===== src/rtl/MCPkg.sv =====
// Shared types and constants for the GBT frame switch.
//   ckrs_t       : clock / synchronous active-high reset bundle
//   t_sfp_stream : 84-bit GBT frame {ic[1:0], sc[1:0], data_b80[79:0]}
//   t_gbt_mode   : TX source mode (OFF, LOOP, USER, COUNT)
package MCPkg;

  typedef struct packed {
    logic clk;
    logic reset;
  } ckrs_t;

  typedef struct packed {
    logic [1:0]  ic;
    logic [1:0]  sc;
    logic [79:0] data_b80;
  } t_sfp_stream;

  typedef enum logic [1:0] {
    GBT_OFF   = 2'd0,
    GBT_LOOP  = 2'd1,
    GBT_USER  = 2'd2,
    GBT_COUNT = 2'd3
  } t_gbt_mode;

  typedef enum logic {
    SW_RUN,
    SW_DRAIN
  } t_sw_state;

  typedef enum logic {
    CHK_UNLOCKED,
    CHK_LOCKED
  } t_chk_state;

  // Header word of a counter-pattern frame.
  localparam logic [15:0] GBT_CNT_HDR = 16'hBC5A;
  // Consecutive matches to lock, and consecutive mismatches to unlock.
  localparam int CHK_THRESH = 4;

endpackage


===== src/rtl/gbt_count_checker.sv =====
// Counter-pattern checker for received GBT frames.
//   clk, reset : clock, synchronous active-high reset
//   en         : checker runs only while high; low forces UNLOCKED
//   data       : received data_b80 {hdr[15:0], cnt[31:0], ~cnt[31:0]}
//   valid      : frame valid qualifier
//   clear      : zero the error counter (wins over an increment)
//   locked     : checker locked onto the counter sequence
//   errcnt     : saturating mismatch count while locked
module gbt_count_checker
  import MCPkg::*;
#(
  parameter int ERRCNT_W = 16
) (
  input  logic                clk,
  input  logic                reset,
  input  logic                en,
  input  logic [79:0]         data,
  input  logic                valid,
  input  logic                clear,
  output logic                locked,
  output logic [ERRCNT_W-1:0] errcnt
);

  localparam logic [2:0] RUN_LAST = 3'(CHK_THRESH - 1);

  t_chk_state  state, state_nxt;
  logic [31:0] exp_q, exp_nxt;
  logic [2:0]  run_q, run_nxt;   // match run when unlocked, miss run when locked
  logic [31:0] rcvd;
  logic        checkable, match, err_inc;

  assign rcvd      = data[63:32];
  assign checkable = valid && (data[79:64] == GBT_CNT_HDR) && (data[31:0] == ~rcvd);
  assign match     = (rcvd == exp_q);

  always_comb begin
    state_nxt = state;
    exp_nxt   = exp_q;
    run_nxt   = run_q;
    err_inc   = 1'b0;
    if (!en) begin
      state_nxt = CHK_UNLOCKED;
      run_nxt   = '0;
    end else if (checkable) begin
      // Every checkable frame resyncs the expectation to the frame seen.
      exp_nxt = rcvd + 32'd1;
      case (state)
        CHK_UNLOCKED: begin
          if (!match) begin
            run_nxt = '0;
          end else if (run_q == RUN_LAST) begin
            state_nxt = CHK_LOCKED;
            run_nxt   = '0;
          end else begin
            run_nxt = run_q + 3'd1;
          end
        end
        CHK_LOCKED: begin
          if (match) begin
            run_nxt = '0;
          end else begin
            err_inc = 1'b1;
            if (run_q == RUN_LAST) begin
              state_nxt = CHK_UNLOCKED;
              run_nxt   = '0;
            end else begin
              run_nxt = run_q + 3'd1;
            end
          end
        end
        default: state_nxt = CHK_UNLOCKED;
      endcase
    end
  end

  always_ff @(posedge clk) begin
    if (reset) begin
      state <= CHK_UNLOCKED;
      exp_q <= '0;
      run_q <= '0;
    end else begin
      state <= state_nxt;
      exp_q <= exp_nxt;
      run_q <= run_nxt;
    end
  end

  always_ff @(posedge clk) begin
    if (reset || clear) begin
      errcnt <= '0;
    end else if (err_inc && (errcnt != {ERRCNT_W{1'b1}})) begin
      errcnt <= errcnt + ERRCNT_W'(1);
    end
  end

  assign locked = (state == CHK_LOCKED);

endmodule


===== src/rtl/gbt_frame_switch.sv =====
// GBT TX frame source switch with loopback, user channels and a counter
// pattern generator/checker. Mode changes pass through a one-cycle DRAIN
// that sends a zero frame before the new source takes over.
//   ClkRs_ix     : {clk, reset} bundle, synchronous active-high reset
//   rx_frame_i   : received GBT frame, rx_valid_i its ready flag
//   user_frame_i : NCHAN user TX sources, chan_sel_i picks one
//   mode_i/mode_req_i : requested mode and request strobe
//   mode_ack_o/mode_o : activation pulse and active mode
//   tx_frame_o   : frame to the GBT TX
//   user_frame_o/user_valid_o : RX frame/valid registered once
//   chk_clear_i/chk_locked_o/chk_errcnt_o : counter-pattern checker
module gbt_frame_switch
  import MCPkg::*;
#(
  parameter int NCHAN      = 4,
  parameter int LOOP_DELAY = 1,
  parameter int ERRCNT_W   = 16,
  localparam int CHW       = (NCHAN > 1) ? $clog2(NCHAN) : 1
) (
  input  ckrs_t                        ClkRs_ix,
  input  t_sfp_stream                  rx_frame_i,
  input  logic                         rx_valid_i,
  input  t_sfp_stream [NCHAN-1:0]      user_frame_i,
  input  logic [CHW-1:0]               chan_sel_i,
  input  t_gbt_mode                    mode_i,
  input  logic                         mode_req_i,
  output logic                         mode_ack_o,
  output t_gbt_mode                    mode_o,
  output t_sfp_stream                  tx_frame_o,
  output t_sfp_stream                  user_frame_o,
  output logic                         user_valid_o,
  input  logic                         chk_clear_i,
  output logic                         chk_locked_o,
  output logic [ERRCNT_W-1:0]          chk_errcnt_o
);

  logic clk, reset;
  assign clk   = ClkRs_ix.clk;
  assign reset = ClkRs_ix.reset;

  // ---------------- mode FSM ----------------
  t_sw_state      state, state_nxt;
  t_gbt_mode      mode_q, pend_mode;
  logic [CHW-1:0] pend_chan;
  logic           accept, drain_done;

  always_comb begin
    state_nxt  = state;
    accept     = 1'b0;
    drain_done = 1'b0;
    case (state)
      SW_RUN: begin
        if (mode_req_i) begin
          accept    = 1'b1;
          state_nxt = SW_DRAIN;
        end
      end
      SW_DRAIN: begin
        drain_done = 1'b1;
        state_nxt  = SW_RUN;
      end
      default: state_nxt = SW_RUN;
    endcase
  end

  always_ff @(posedge clk) begin
    if (reset) state <= SW_RUN;
    else       state <= state_nxt;
  end

  always_ff @(posedge clk) begin
    if (reset) begin
      mode_q     <= GBT_OFF;
      pend_mode  <= GBT_OFF;
      pend_chan  <= '0;
      mode_ack_o <= 1'b0;
    end else begin
      mode_ack_o <= drain_done;
      if (accept) begin
        pend_mode <= mode_i;
        pend_chan <= chan_sel_i;
      end
      if (drain_done) mode_q <= pend_mode;
    end
  end

  assign mode_o = mode_q;

  // ---------------- data paths ----------------
  // Loopback delay line runs in every mode so LOOP starts from real history.
  t_sfp_stream [LOOP_DELAY-1:0] dly;

  always_ff @(posedge clk) begin
    if (reset) begin
      dly <= '0;
    end else begin
      dly[0] <= rx_frame_i;
      for (int i = 1; i < LOOP_DELAY; i++) dly[i] <= dly[i-1];
    end
  end

  // pend_chan only moves on an accepted request, so it is already the new
  // channel during DRAIN and the user register is primed when USER starts.
  t_sfp_stream user_sel, user_q;

  always_comb begin
    user_sel = user_frame_i[0];
    for (int i = 1; i < NCHAN; i++) begin
      if (pend_chan == CHW'(i)) user_sel = user_frame_i[i];
    end
  end

  t_sfp_stream rx_q;
  logic        valid_q;
  logic [31:0] cnt_q;

  always_ff @(posedge clk) begin
    if (reset) begin
      user_q  <= '0;
      rx_q    <= '0;
      valid_q <= 1'b0;
      cnt_q   <= '0;
    end else begin
      user_q  <= user_sel;
      rx_q    <= rx_frame_i;
      valid_q <= rx_valid_i;
      // Restart on every mode activation so COUNT always begins at 0.
      cnt_q   <= drain_done ? 32'd0 : cnt_q + 32'd1;
    end
  end

  assign user_frame_o = rx_q;
  assign user_valid_o = valid_q && (mode_q == GBT_USER);

  always_comb begin
    tx_frame_o = '0;
    if (state == SW_RUN) begin
      case (mode_q)
        GBT_LOOP:  tx_frame_o = dly[LOOP_DELAY-1];
        GBT_USER:  tx_frame_o = user_q;
        GBT_COUNT: tx_frame_o.data_b80 = {GBT_CNT_HDR, cnt_q, ~cnt_q};
        default:   tx_frame_o = '0;
      endcase
    end
  end

  // ---------------- checker ----------------
  logic chk_en;
  assign chk_en = (mode_q == GBT_COUNT) && (state == SW_RUN);

  gbt_count_checker #(
    .ERRCNT_W(ERRCNT_W)
  ) u_chk (
    .clk    (clk),
    .reset  (reset),
    .en     (chk_en),
    .data   (rx_frame_i.data_b80),
    .valid  (rx_valid_i),
    .clear  (chk_clear_i),
    .locked (chk_locked_o),
    .errcnt (chk_errcnt_o)
  );

endmodule


===== config.mk =====
export PLATFORM = sky130hd
export DESIGN_NAME = gbt_frame_switch
export DESIGN_NICKNAME = d
export VERILOG_FILES = /design/src/rtl/MCPkg.sv /design/src/rtl/gbt_count_checker.sv /design/src/rtl/gbt_frame_switch.sv
export SDC_FILE = /design/constraint.sdc
export NUM_CORES = 1
export LEC_CHECK = 0
export ABC_CLOCK_PERIOD_IN_PS = 3100
export CAP_MARGIN = 20
export CORE_AREA = 2 2 240 242
export DETAILED_ROUTE_END_ITERATION = 7
export DIE_AREA = 0 0 242 244
export PLACE_DENSITY = 0.51
export RECOVER_POWER = 25
export SYNTH_ARGS = -nofsm -noshare
export SYNTH_HDL_FRONTEND = slang
export SYNTH_SLANG_ARGS = --single-unit

===== constraint.sdc =====
create_clock -name ClkRs_ix -period 3.1 [get_ports ClkRs_ix]
set_input_delay 0.31 -clock ClkRs_ix [delete_from_list [all_inputs] [get_ports ClkRs_ix]]
set_output_delay 0.31 -clock ClkRs_ix [all_outputs]
set_load 0.01 [all_outputs]

* Word-level counts from Yosys, hierarchy flattened *
Index checks and enable logic that the tools add are counted.
Widths: inputs -> output; s select.

cells by class
  add/subtract/negate cells = 4
  $mul = 0
  divide/modulo/power cells = 0
  magnitude comparators = 0
  eq/ne operators = 11
  shifts and indexed selects = 0
  muxes and demuxes = 23
  bitwise logic cells = 5
  reductions and logical operators = 9

operators with widths
  operator               number
  $mux 84                4
  $pmux 80 s3            1
  $add 32x1->32 const B  2
  $eq 32x32->1           2
  $not 32->32            2
  $add 16x1->16 const B  1
  $eq 16x16->1 const B   1
  $ne 16x16->1 const B   1
  $mux 1                 11
  $mux 3                 3
  $eq 2x2->1 const B     4
  $pmux 4 s2             1
  $pmux 3 s2             1
  $logic_and 1x1->1      5
  $eq 2x1->1 const B     2
  $pmux 1 s2             2
  $reduce_or 2->1        2
  $add 3x1->3 const B    1
  $eq 3x2->1 const B     1
  $not 1->1              3
  $reduce_and 2->1       1
  $logic_or 1x1->1       1

word-level totals
  register bits after elaboration = 261
  bits in latches = 0
  memory bits (writable) = 0
  ROM bits = 0
  input port bits = 429
  output and inout bits = 189
  logic and storage cells = 69
  memories = 0

* Longest topological paths before layout *
Gate-level depths: netlist of the first run.

  depth after elaboration = 6
  depth in mapped cells = 9
  mapped depth without buffers = 7

* Modules after synthesis *
Synthesis of the first run repeated with hierarchy kept, for this count alone.

unflattened totals
  cell total of the unflattened synthesis = 1,331
  area, all modules = 13,290.2 um^2

modules (own cells, without submodules)
  module             times used  cells each  area each (um^2)  sequential area each (um^2)
  gbt_frame_switch   1           897         9,689.3           4,184.0
  gbt_count_checker  1           434         3,601.0           1,041.0

* Worst setup path after synthesis of the first run *
No wires, ideal clock.

  path kind = input-to-reg
  from = input rx_frame_i[54] (netlist bit)
  to = register u_chk.errcnt[10]
  arrival = 2.256 ns
  data required time = 3.030 ns
  slack = 0.774 ns
  stages = 8
  path through = buf_2 > xnor2_1 > nor4_1 > nand4_1 > or4_4 > buf_6 > or4_1 > a21oi_1

on the way
  longest elaborated chain between the ends = 6

ends and longest elaborated chain
  item                                         line                                              text
  start: declaration                           gbt_frame_switch.sv:21                            input t_sfp_stream rx_frame_i,
  $eq 32x32->1 or $not 32->32 (tied branches)  gbt_count_checker.sv:34, gbt_count_checker.sv:33
  $mux 1 or $eq 32x32->1 (tied branches)       gbt_count_checker.sv:59, gbt_count_checker.sv:33
  $mux 1 or $logic_and 1x1->1 (tied branches)  gbt_count_checker.sv:47, gbt_count_checker.sv:33
  $mux 1 (*)                                   gbt_count_checker.sv:44                           end else if (checkable) begin
  $mux 1 (*)                                   gbt_count_checker.sv:41                           if (!en) begin
  $logic_and 1x1->1 (*)                        gbt_count_checker.sv:91                           end else if (err_inc && (errcnt != {ERRCNT_W{1'b1}})) begin
  end signal: assignment                       gbt_count_checker.sv:92                           errcnt <= errcnt + ERRCNT_W'(1);
  end: declaration                             gbt_count_checker.sv:21                           output logic [ERRCNT_W-1:0] errcnt

Mark *: on every way between the ends. The rest lies on a longest branch, timed or not.
A chain may end at the register's enable or synchronous reset.

==> flow_summary_export.csv, run 1 <==
group,metric,value,unit
synth,seq_area_frac_synth,0.396,
worst_setup_path,cp_cell_sequence,"buf_4 > ha_4 > buf_12 > a222oi_1 > nor2_1 > clkdlybuf4s50_1",
timing,slew_headroom,0.0775,
timing,min_period_over_period,0.982,
finish,final_area,23200,µm²
placed_design,hpwl,56400,µm
finish,nFillCells,5518,
grt,grtUsageTotal,0.247,
run_status,status,"complete, but fails checks",
synth,yosys-top-cells-area,"dfxtp_1 (40%), mux4_2 (14%), nor2b_1 (8.0%), xnor2_1 (7.0%), a222oi_1 (4.9%)",
timing,final-hold-violation-count,0,
grt,antenna_found_initial,24,
synth,syn_inst,1359,
synth,yosysMostFrequentCell,"dfxtp_1",
drt,via_count,14100,
power,ir_worst_vdd,0.431,mV
clock_network,clk_pin_slew,0.06,ns
power,p_leak,7.84,nW
power,power_density,836,nW/µm²
finish,syn_to_final_growth,75.6,%
synth,postSynth.asyncResetShare,0,
finish,fin_nets,2463,
hold_path,min_path_type,"clk -> reg",
worst_setup_path,crit_path_end_kind,"primary output",
floorplan,coreArea,56200,µm²
worst_setup_path,crit_slowest_cell,"clkdlybuf4s50_1",
worst_setup_path,critPathLaunchType,"register",
synth,synth_top_area_cell,"dfxtp_1",
floorplan,die_y,244,µm
placed_design,placed_area,20600,µm²
grt,grt-ovfl-total,0,
timing,fin_tns_setup,0,ns
floorplan,initial_core_util,0.235,
worst_setup_path,cp.required,2.79,ns
synth,avgSynthCellArea,9.71,µm²
synth,synth-seq-cells,261,
timing,finalSetupViolCount,0,
synth,syn_area,13200,µm²
synth,ys.flop_type,"dfxtp_1",
worst_setup_path,crit_type,"reg -> out",
drt,drt-wirelength-per-cell,26.3,µm
placed_design,place_congestion,0.968,
synth,synth_top_area_share,0.396,
drt,wl,74800,µm
grt,grt_pass1_vias,16500,
finish,drive_gt1_frac,0.134,
timing,fmax,329,MHz
clock_network,postCtsHoldBufs,0,
synth,yosysWarnings,0,
floorplan,dieArea,59000,µm²
worst_setup_path,cpPeakStageDelay,0.60,ns
synth,synth_edf_count,0,
floorplan,ioPinCount,618,
clock_network,cts_tree,"done",
placed_design,portBuffers,616,
worst_setup_path,cp_max_fo,27,
timing,skew,0.0173,ns
timing,maxSlewViolCount,0,
worst_setup_path,arrival,2.73,ns
timing,fin_crit,3.04,ns
drt,dr.pass1.iters,8,
timing,hold_ws,0.0634,ns
synth,ys_types,47,
synth,synth_common_cells,"dfxtp_1 (261), nor2b_1 (168), nor2_1 (130)",
clock_network,clock_latency,0.55,ns
synth,syn-num-nets,1796,
drt,remaining_drc_errors,9,
drt,via_per_inst,4.96,
floorplan,rows,87,
floorplan,die_w,242,µm
grt,grt_pass1_wl,104000,µm
run_status,violations,"DRC",
drt,drtIter0Drc,1106,
grt,grt_max_degree,45,
flow_run,drv_cap,0,
drt,ant_nets,0,
timing,tightest_slew,1.38,ns
[final timing paths]
check / slack [ns] / cells past startpoint / from / endpoint
worst max-delay path: 0.06 / 6 / mode_o[0] / tx_frame_o[36]
worst min-delay path: 0.06 / 4 / ClkRs_ix[0] / user_q[19]
worst min register to register: 0.46 / 2 / u_chk.exp_q[12] / u_chk.exp_q[12]
worst max register to register: 0.51 / 6 / mode_o[0] / u_chk.errcnt[4]
[cell type report]
cell class	instances	area [µm²]	area share
tap	756	946	0.0408
inverter	41	154	0.00664
timing repair buffer	697	6820	0.294
multi-input combinational	940	7410	0.320
clock inverter	42	588	0.0254
clock buffer	102	2020	0.0870
antenna	7	17.5	0.000756
sequential	261	5230	0.226
[per-layer routing]
metal	part of all wire	vias to the layer above	GRT usage
met4	0.032	22	0.169
met5	0.0018	-	0
met1	0.40	6834	0.269
met2	0.47	782	0.371
li1	-	6294	-
met3	0.098	196	0.132
[power by group]
group	total (mW)	switching (mW)	internal [mW]
combinational	4.39	1.97	2.42
sequential	5.23	0.847	4.38
clock	9.77	4.03	5.74
[logic make-up (layout without fill, tap and decap cells)]
| logic type | Yosys count | after routing | synth area share |
|---|---|---|---|
| and+or+nand+nor | 547 | 549 | 0.222 |
| DFF | 261 | 261 | 0.396 |
| AOI/OAI and AO/OA | 175 | 175 | 0.0999 |
| buffers and inverters | 160 | 882 | 0.0487 |
| xor gates and xnor gates | 115 | 115 | 0.0763 |
| muxes | 93 | 93 | 0.150 |
| adders and majority gates | 8 | 8 | 0.00758 |
| other | 0 | 7 | 0 |
[flip-flops by register name (all words and copies together) (netlist names), 3 cells and up, named ones only]
name	count
user_frame_o	84
user_q	84
cnt_q	32
u_chk.exp_q	32
u_chk.errcnt	16
u_chk.run_q	3
[through the flow]
stage | power [mW] | util | instances | setup WS, ns
after global placement | 10.5 | 0.367 | 2690 | -0.255
after CTS | 20.6 | 0.419 | 2835 | 0.00925
after global routing | 20.4 | 0.413 | 2843 | -0.00216
after floorplan | 8.40 | - | 1359 | 0.723
final | 19.4 | 0.413 | 2846 | 0.0565
after detailed placement | 10.5 | 0.367 | 2690 | -0.250
[critical path, delay by kind of cell (launching register included)]
family          cells  cell delay [ns]
fa+ha+maj           1             0.47
simple gates        1             0.24
buf+inv             3             1.01
flops               1             0.32
compound gates      1             0.10
[cells in the final DEF, fill, tap and decap left out, types with 7 or more instances in the layout]
cell type,instances
dfxtp_1,260
and3_1,8
a221oi_1,10
clkinvlp_2,8
or4_1,17
xor2_1,10
nor4_1,17
clkbuf_1,47
and2_1,8
mux4_2,84
nor2b_1,168
dlygate4sd3_1,60
o21ai_0,12
o31ai_1,12
bufinv_16,11
buf_12,10
clkbuf_8,8
clkbuf_16,73
clkdlybuf4s50_1,556
nor3_1,7
nand4_1,33
mux2i_1,8
inv_1,41
and4_1,11
a21oi_1,56
diode_2,7
nand3_1,31
xnor2_1,105
a222oi_1,64
buf_4,43
or3_1,12
a22oi_1,11
nand2_1,87
nor2_1,129
[timing repair]
action	in CTS	in global routing
cloned	0	2
resized for setup	2	2
setup endpoints to repair	4	4
buffers inserted	1	2
Note: power is estimated with default switching activity, not from simulation.
==> inputs of run 2 (changes only) <==
--- a/config.mk
+++ b/config.mk
@@ -7,10 +7,10 @@
 export LEC_CHECK = 0
 export ABC_CLOCK_PERIOD_IN_PS = 3100
 export CAP_MARGIN = 20
-export CORE_AREA = 2 2 240 242
+export CORE_AREA = 2 2 244 246
 export DETAILED_ROUTE_END_ITERATION = 7
-export DIE_AREA = 0 0 242 244
-export PLACE_DENSITY = 0.51
+export DIE_AREA = 0 0 246 248
+export PLACE_DENSITY = 0.49
 export RECOVER_POWER = 25
 export SYNTH_ARGS = -nofsm -noshare
 export SYNTH_HDL_FRONTEND = slang
==> flow_summary_export.csv, run 2 (synthesized netlist as in run 1, its figures left out) <==
group,metric,value,unit
timing,skew,0.0224,ns
floorplan,ioPinCount,618,
timing,fin_tns_setup,0,ns
grt,grtUsageTotal,0.231,
timing,maxSlewViolCount,18,
floorplan,rows,89,
finish,fin_nets,2455,
floorplan,dieArea,61000,µm²
clock_network,cts_tree,"done",
worst_setup_path,crit_slowest_cell,"clkbuf_16",
power,power_density,831,nW/µm²
timing,final-hold-violation-count,0,
drt,via_count,14200,
worst_setup_path,crit_type,"clk -> reg",
power,p_leak,7.82,nW
worst_setup_path,cpPeakStageDelay,0.21,ns
drt,ant_nets,0,
timing,fmax,337,MHz
finish,final_area,23200,µm²
worst_setup_path,cp_max_fo,13,
worst_setup_path,crit_path_end_kind,"register",
finish,fin_cells,2853,
worst_setup_path,cp_common_cell,"clkbuf_16",
power,p_seq_frac,0.273,
run_status,violations,"DRC, capacitance limit, slew limit",
timing,finalSetupViolCount,0,
drt,dr.pass1.iters,8,
drt,wl,72300,µm
power,ir_worst_vdd,0.408,mV
placed_design,post-place-ws,-0.320,ns
placed_design,portBuffers,616,
timing,setup_ws,0.121,ns
grt,grt_pass1_wl,99600,µm
drt,via_per_inst,4.99,
power,switchingPower,6.73,mW
placed_design,hpwl,53200,µm
timing,slew_headroom,-0.140,
floorplan,die_w,246,µm
flow_run,drv_cap,1,
worst_setup_path,cp.required,3.60,ns
floorplan,initial_core_util,0.226,
drt,drt-wirelength-per-cell,25.3,µm
clock_network,clock_latency,0.55,ns
floorplan,die_y,248,µm
worst_setup_path,critPathLaunchType,"clock port",
placed_design,dp_cells,2697,
finish,utilization,0.396,
finish,layout_commonest_cell,"clkdlybuf4s50_1",
timing,tightest_slew,1.71,ns
timing,min_period_over_period,0.961,
clock_network,clk_pin_slew,0.06,ns
power,p_comb_frac,0.224,
finish,drive_gt1_frac,0.134,
grt,grt_max_degree,45,
placed_design,place_congestion,0.874,
hold_path,min_path_type,"clk -> reg",
worst_setup_path,cp_cell_sequence,"clkbuf_16 > clkbuf_16 > clkbuf_16 > nor2_2 > clkbuf_16 > clkbuf_16 > nand2_1 > clkbuf_16 > clkbuf_16 > a31oi_2 > clkbuf_16 > clkbuf_16 > mux2_2",
worst_setup_path,arrival,3.48,ns
placed_design,placed_area,20500,µm²
drt,drtIter0Drc,1173,
finish,final_cell_mix,"clkdlybuf4s50_1 (554), dfxtp_1 (259), nor2b_1 (168)",
timing,rsz0062_at_grt,"no",
run_status,status,"complete, but fails checks",
floorplan,coreArea,58500,µm²
drt,remaining_drc_errors,13,
grt,grt_pass1_vias,16000,
clock_network,postCtsHoldBufs,0,
power,clock_power_share,0.503,
timing,hold_ws,0.0539,ns
power,power,19.2,mW
power,switching_share,0.350,
finish,syn_to_final_growth,75.4,%
timing,fin_crit,2.98,ns
grt,grt-ovfl-total,0,
power,internal_power,12.5,mW
grt,antenna_found_initial,20,
## run 2: changes by cell type in the layout (fill, tap and decap cells not counted), sizes merged
cell           previous run  this run
clkbuf                  129       127
buf                      54        48
diode                     7         2
or2                       6         7
clkinvlp                  9         6
dlygate4sd3              60        62
inv                      48        49
clkdlybuf4s50           556       554
clkinv                   10        14
## run 2: critical path: cells and delay by family
kind	cells	cell delay [ns]
multiplexers	1	0.14
buffers and inverters	9	1.41
AND/OR/NAND/NOR	2	0.19
AO/OA/AOI/OAI	1	0.18
## run 2: final timing paths
path | endpoint | slack [ns] | startpoint | depth (start not counted)
worst max-delay path | u_chk.run_q[0] | 0.12 | ClkRs_ix[0] | 13
worst min-delay path | u_chk.exp_q[12] | 0.05 | ClkRs_ix[0] | 4
worst max register to register | user_q[49] | 0.22 | pend_chan[0] | 3
worst min register to register | u_chk.run_q[2] | 0.44 | u_chk.run_q[2] | 1
## run 2: metal layers
layer | track usage | vias to the layer above | share of wire
met5 | 0 | - | 0.0025
met4 | 0.168 | 28 | 0.045
met3 | 0.129 | 224 | 0.10
met2 | 0.332 | 862 | 0.46
met1 | 0.255 | 6846 | 0.39
li1 | - | 6274 | -
## run 2: layout make-up
cell class              instances  area, µm²
multi-input cells             941       7420
inverters                      41        154
repair buffers                689       6760
clock buffers                 102       2010
diodes                          2       5.00
fillers                      5747      35300
well taps                     773        967
flip-flops and latches        261       5230
clock inverters                44        608
## run 2: repair_timing
item | 4_1_cts | 5_1_grt
pin swaps | 1 | 0
hold endpoints to repair | 0 | 0
endpoints found under the setup margin | 70 | 33
setup buffers | 5 | 0
resized for setup | 3 | 2
cloned | 3 | 0
## run 2: power groups by stage
stage / Clock [mW] / Sequential, mW / Combinational, mW
CTS: 10.9 / 5.27 / 4.40
finish: 9.68 / 5.25 / 4.30
floorplan: 1.63 / 4.98 / 1.80
detailed placement: 0.881 / 5.32 / 4.22
global placement: 0.881 / 5.30 / 4.25
global route: 10.4 / 5.33 / 4.52
